===== config.mk =====
export PLATFORM = sky130hd
export DESIGN_NAME = ir_temp_fetch
export DESIGN_NICKNAME = d
export VERILOG_FILES = /design/src/rtl/ir_temp_fetch.sv
export SDC_FILE = /design/constraint.sdc
export NUM_CORES = 1
export LEC_CHECK = 0
export CAP_MARGIN = 20
export CORE_MARGIN = 3
export CORE_UTILIZATION = 30
export CTS_CLUSTER_SIZE = 12
export DETAILED_ROUTE_END_ITERATION = 16
export PLACE_DENSITY = 0.55
export SETUP_SLACK_MARGIN = 0.3
export SKIP_CTS_REPAIR_TIMING = 1
export SLEW_MARGIN = 20
export SYNTH_ARGS = -nofsm -noshare
export SYNTH_HDL_FRONTEND = slang
export SYNTH_SLANG_ARGS = --single-unit

===== constraint.sdc =====
create_clock -name clk -period 26.5 [get_ports clk]
set_input_delay 7.95 -clock clk [delete_from_list [all_inputs] [get_ports clk]]
set_output_delay 7.95 -clock clk [all_outputs]
set_load 0.02 [all_outputs]

===== src/rtl/ir_temp_fetch.sv =====
// Periodically reads eight IR temperature words over a req/ack port into shadow registers,
// then publishes them as one atomic set (optionally on the vsync falling edge) with max/health flags.
module ir_temp_fetch #(
  parameter logic [23:0] BASE_ADDR   = 24'h002400,
  parameter logic [31:0] SCAN_DIV    = 32'd2_500_000,
  parameter logic [15:0] ACK_TIMEOUT = 16'd255,
  parameter bit          SYNC_COMMIT = 1'b1
) (
  input  logic        clk,
  input  logic        rst,
  input  logic        vs,
  output logic        mem_req,
  output logic [23:0] mem_addr,
  input  logic        mem_ack,
  input  logic [15:0] mem_rdata,
  output logic [15:0] temp_0_16,
  output logic [15:0] temp_1_16,
  output logic [15:0] temp_2_16,
  output logic [15:0] temp_3_16,
  output logic [15:0] temp_4_16,
  output logic [15:0] temp_5_16,
  output logic [15:0] temp_6_16,
  output logic [15:0] temp_7_16,
  output logic [15:0] max_temp,
  output logic [2:0]  max_idx,
  output logic        frame_valid,
  output logic        rd_err,
  output logic        overrun
);

  typedef enum logic [2:0] {IDLE, REQ, WAIT, PEND, COMMIT} state_t;

  state_t      state;
  logic [31:0] timer;
  logic        tick;
  logic [2:0]  ch;
  logic [15:0] to_cnt;
  logic        vs_d;
  logic [15:0] shadow [8];
  logic [15:0] temp_q [8];
  logic [15:0] max_val;
  logic [2:0]  max_ch;

  assign tick = (timer == 32'd0);

  assign temp_0_16 = temp_q[0];
  assign temp_1_16 = temp_q[1];
  assign temp_2_16 = temp_q[2];
  assign temp_3_16 = temp_q[3];
  assign temp_4_16 = temp_q[4];
  assign temp_5_16 = temp_q[5];
  assign temp_6_16 = temp_q[6];
  assign temp_7_16 = temp_q[7];

  always_ff @(posedge clk or posedge rst) begin
    if (rst) timer <= SCAN_DIV - 32'd1;
    else if (tick) timer <= SCAN_DIV - 32'd1;
    else timer <= timer - 32'd1;
  end

  // Strict greater-than keeps the lowest channel on ties.
  always_comb begin
    max_val = shadow[0];
    max_ch  = 3'd0;
    for (int i = 1; i < 8; i++) begin
      if (shadow[i] > max_val) begin
        max_val = shadow[i];
        max_ch  = 3'(i);
      end
    end
  end

  always_ff @(posedge clk or posedge rst) begin
    if (rst) begin
      state       <= IDLE;
      ch          <= 3'd0;
      to_cnt      <= 16'd0;
      vs_d        <= 1'b1;
      mem_req     <= 1'b0;
      mem_addr    <= 24'd0;
      max_temp    <= 16'd0;
      max_idx     <= 3'd0;
      frame_valid <= 1'b0;
      rd_err      <= 1'b0;
      overrun     <= 1'b0;
      for (int i = 0; i < 8; i++) begin
        shadow[i] <= 16'd0;
        temp_q[i] <= 16'd0;
      end
    end else begin
      vs_d <= vs;
      if (tick && state != IDLE) overrun <= 1'b1;
      case (state)
        IDLE: begin
          if (tick) begin
            ch    <= 3'd0;
            state <= REQ;
          end
        end
        REQ: begin
          mem_req  <= 1'b1;
          mem_addr <= BASE_ADDR + {21'd0, ch};
          to_cnt   <= 16'd0;
          state    <= WAIT;
        end
        WAIT: begin
          // A timed-out channel keeps its previous shadow value.
          if (mem_ack || to_cnt == ACK_TIMEOUT) begin
            if (mem_ack) shadow[ch] <= mem_rdata;
            else rd_err <= 1'b1;
            mem_req <= 1'b0;
            if (ch == 3'd7) state <= PEND;
            else begin
              ch    <= ch + 3'd1;
              state <= REQ;
            end
          end else begin
            to_cnt <= to_cnt + 16'd1;
          end
        end
        PEND: begin
          if (!SYNC_COMMIT || (vs_d && !vs)) state <= COMMIT;
        end
        COMMIT: begin
          for (int i = 0; i < 8; i++) temp_q[i] <= shadow[i];
          frame_valid <= 1'b1;
          max_temp    <= max_val;
          max_idx     <= max_ch;
          state       <= IDLE;
        end
        default: state <= IDLE;
      endcase
    end
  end

endmodule


==> impl_metrics.env <==
export IMPL_ys_ff_latch=338
export IMPL_io_buffers=175
export IMPL_synth_most_common_cell="nand2_1"
export IMPL_drt_met1_wl_mm=23.7
export IMPL_power_frac_comb=0.578
export IMPL_firstDrtPassIters=5
export IMPL_clock_sinks=338
export IMPL_synthDominantCellAreaShare=0.465
export IMPL_grt_total_usage=0.171
export IMPL_nets=2056
export IMPL_holdCritPathClass="reg2reg"
export IMPL_path_max_fanout=39
export IMPL_fp_coreArea_um2=57000
export IMPL_timing_final_crit_share=0.664
export IMPL_syn_area_per_cell_um2=9.84
export IMPL_crit_path_start_kind="flip-flop"
export IMPL_slowest_stage="nand2_1"
export IMPL_swShare=0.439
export IMPL_ys_types=73
export IMPL_n_fill_cell=5706
export IMPL_io_pins=195
export IMPL_grt_pass1_wl_mm=82.1
export IMPL_antenna_found_initial=1
export IMPL_synth_edf_count=0
export IMPL_clockBufferDepth=3
export IMPL_cp_common_cell="ha_1"
export IMPL_cts_tree="yes"
export IMPL_timing_slew_headroom=0.248
export IMPL_cellPowerDensity_nw_per_um2=147
export IMPL_fin_skew_ps=20.7
export IMPL_insertion_delay_ps=570
export IMPL_yosys_area_top_type="dfrtp_1"
export IMPL_dieWidth_um=247
export IMPL_grt_pass1_vias=13880
export IMPL_crit_path_max_incr_delay_ps=670
export IMPL_p_switching_w=0.00137
export IMPL_min_period_ps=17590
export IMPL_critPathKind="reg2reg"
export IMPL_vias=13551
export IMPL_clkTransAtPathRegs_ps=60
export IMPL_async_reset_ff_frac=1.00
export IMPL_reg2reg_slack_ps=8910
export IMPL_drt_wl_total_mm=52.3
export IMPL_floorplan_rows=87
export IMPL_met2_length_mm=25.0
export IMPL_area_delta_synth_final_pct=21.3
export IMPL_power_leakage_nw=10.2
export IMPL_max_cap_violations=0
export IMPL_arrival_ps=18030
export IMPL_finalHoldViolCount=0
export IMPL_fin_setup_tns_ps=0
export IMPL_wire_per_inst_um=19.3
export IMPL_required_ps=26950
export IMPL_fmax_mhz=56.9
export IMPL_yosys_top_cells_count="394 x nand2_1, 325 x dfrtp_1, 151 x o21ai_0"
export IMPL_ys_seq_area_frac=0.485
export IMPL_htree_levels=2
export IMPL_p_seq_frac=0.245
export IMPL_finalCoreUtilization=0.372
export IMPL_ir_drop_v=0.0000912
export IMPL_rsz0062_at_grt="false"
export IMPL_drt_iter0_markers=852
export IMPL_viasPerCell=5.00
export IMPL_internal_power_w=0.00175
export IMPL_cts_root_buffer="clkbuf_16"
export IMPL_cp_end_kind="flip-flop"
export IMPL_drcViolationCount=0
export IMPL_place_congestion=0.888
export IMPL_tightest_slew_ps=1130
export IMPL_status="completed"
export IMPL_place_area_um2=19900
export IMPL_synthCells=1777
export IMPL_start_util=0.307
export IMPL_drive_gt1_frac=0.117
export IMPL_ant_nets=0
export IMPL_hpwl_mm=38.1
export IMPL_design_area_um2=21200
export IMPL_grt_max_degree=128
export IMPL_synth_ff_type="dfrtp_1"
export IMPL_antennaDiodeCount=0
export IMPL_cts_inserted_buffers=40
export IMPL_netlist_area_um2=17500
export IMPL_synthTopCellsByArea="dfrtp_1 46%, nand2_1 8.5%, ha_1 8.1%"
export IMPL_synth_warnings=0
export IMPL_met3_length_mm=2.50
export IMPL_die_y_um=247
export IMPL_die_area_um2=61200
export IMPL_setup_viol=0
export IMPL_p_clk_frac=0.177
export IMPL_gr_total_overflow=0
export IMPL_top_layer_used="met5"
export IMPL_drv_slew=0
kinds of logic (layout without fill, tap and decap cells):
logic type      Yosys count  in the layout  share of synthesized area
compound gates          341            341                      0.123
xor+xnor                 32             32                     0.0160
fa+ha+maj               114            114                     0.0814
buf+inv                 188            347                     0.0473
flops                   338            338                      0.485
mux                     149            149                     0.0926
other cells               1             19                   0.000214
simple gates            614            614                      0.155
metrics by stage:
stage                     hold slack (ps)  setup WS, ps  instances  total power (W)
after floorplan                       434          9200       1795          0.00198
after global placement                443          9450       2637          0.00251
after detailed placement              450          9000       2637          0.00256
after CTS                             468          8920       2710          0.00313
after global routing                  483          7530       2710          0.00337
final                                 464          8910       2710          0.00312
cell type report:
type                            instances  area, um2  area share
Clock buffer                           59       1130      0.0534
Multi-Input combinational cell       1269       8330       0.392
Tap cell                              756        946      0.0446
Sequential cell                       338       8470       0.399
Inverter                               86        330      0.0156
Clock inverter                         14        158     0.00743
Timing Repair Buffer                  188       1850      0.0872
final timing paths:
path | start | end | cells past startpoint
min in group asynchronous | rst | temp_1_16[10] | 2
max in group asynchronous | rst | temp_4_16[1] | 3
worst max register to register | shadow[111] | max_temp[2] | 67
worst min register to register | timer[0] | timer[0] | 1
worst max-delay path | shadow[111] | max_temp[2] | 67
worst min-delay path | timer[0] | timer[0] | 1
sequential cells by signal, indices dropped and copies added (netlist names):
name	cells
shadow	128
timer	32
max_temp	16
temp_0_16	16
temp_1_16	16
temp_2_16	16
temp_3_16	16
temp_4_16	16
temp_5_16	16
temp_6_16	16
temp_7_16	16
to_cnt	16
mem_addr	4
ch	3
max_idx	3
state	3
frame_valid	1
mem_req	1
overrun	1
rd_err	1
vs_d	1
layout by cell type (no fill, tap or decap), types with 7 or more instances in the layout:
cell type        count
ha_1               113
o21ai_1              8
mux2_2             102
o21a_1              12
clkbuf_1            14
o221a_2             14
a21o_1              17
or4_1                8
a21oi_1             52
o21ai_0            150
or3_1               11
mux2i_1             47
nand2_1            393
dfrtp_1            325
xnor2_1             14
buf_4               13
nand4_1             26
o211ai_1            20
nor3_1              18
nor2_1              72
dfstp_2             13
nor4_1               7
o21bai_1            15
clkinv_2             7
inv_1               85
clkbuf_16           41
conb_1              19
clkdlybuf4s50_1    175
nand3_1             22
nand2b_1             7
xor2_1              18
nor2b_1              8
a2bb2oi_1           15
critical path: cells and delay by family (launching register included):
| kind | cells | cell delay, ps |
|---|---|---|
| AO/OA/AOI/OAI | 27 | 6380 |
| adder cells (fa/ha/maj) | 8 | 2510 |
| buffers and inverters | 5 | 1630 |
| flip-flops | 1 | 420 |
| multiplexers | 6 | 1750 |
| AND/OR/NAND/NOR | 21 | 4740 |
power groups by stage:
stage               registers (W)  clock network [W]  logic (W)
floorplan                0.000807                  0    0.00117
global placement         0.000773                  0    0.00174
detailed placement       0.000776                  0    0.00178
CTS                      0.000769           0.000567    0.00180
global route             0.000786           0.000590    0.00200
finish                   0.000767           0.000552    0.00181
metal layers:
metal	track usage	vias to the layer above
met2	0.285	305
li1	-	6406
met4	0.0474	2
met1	0.229	6766
met5	0	-
met3	0.0301	72
(Power assumes the default switching activity.)
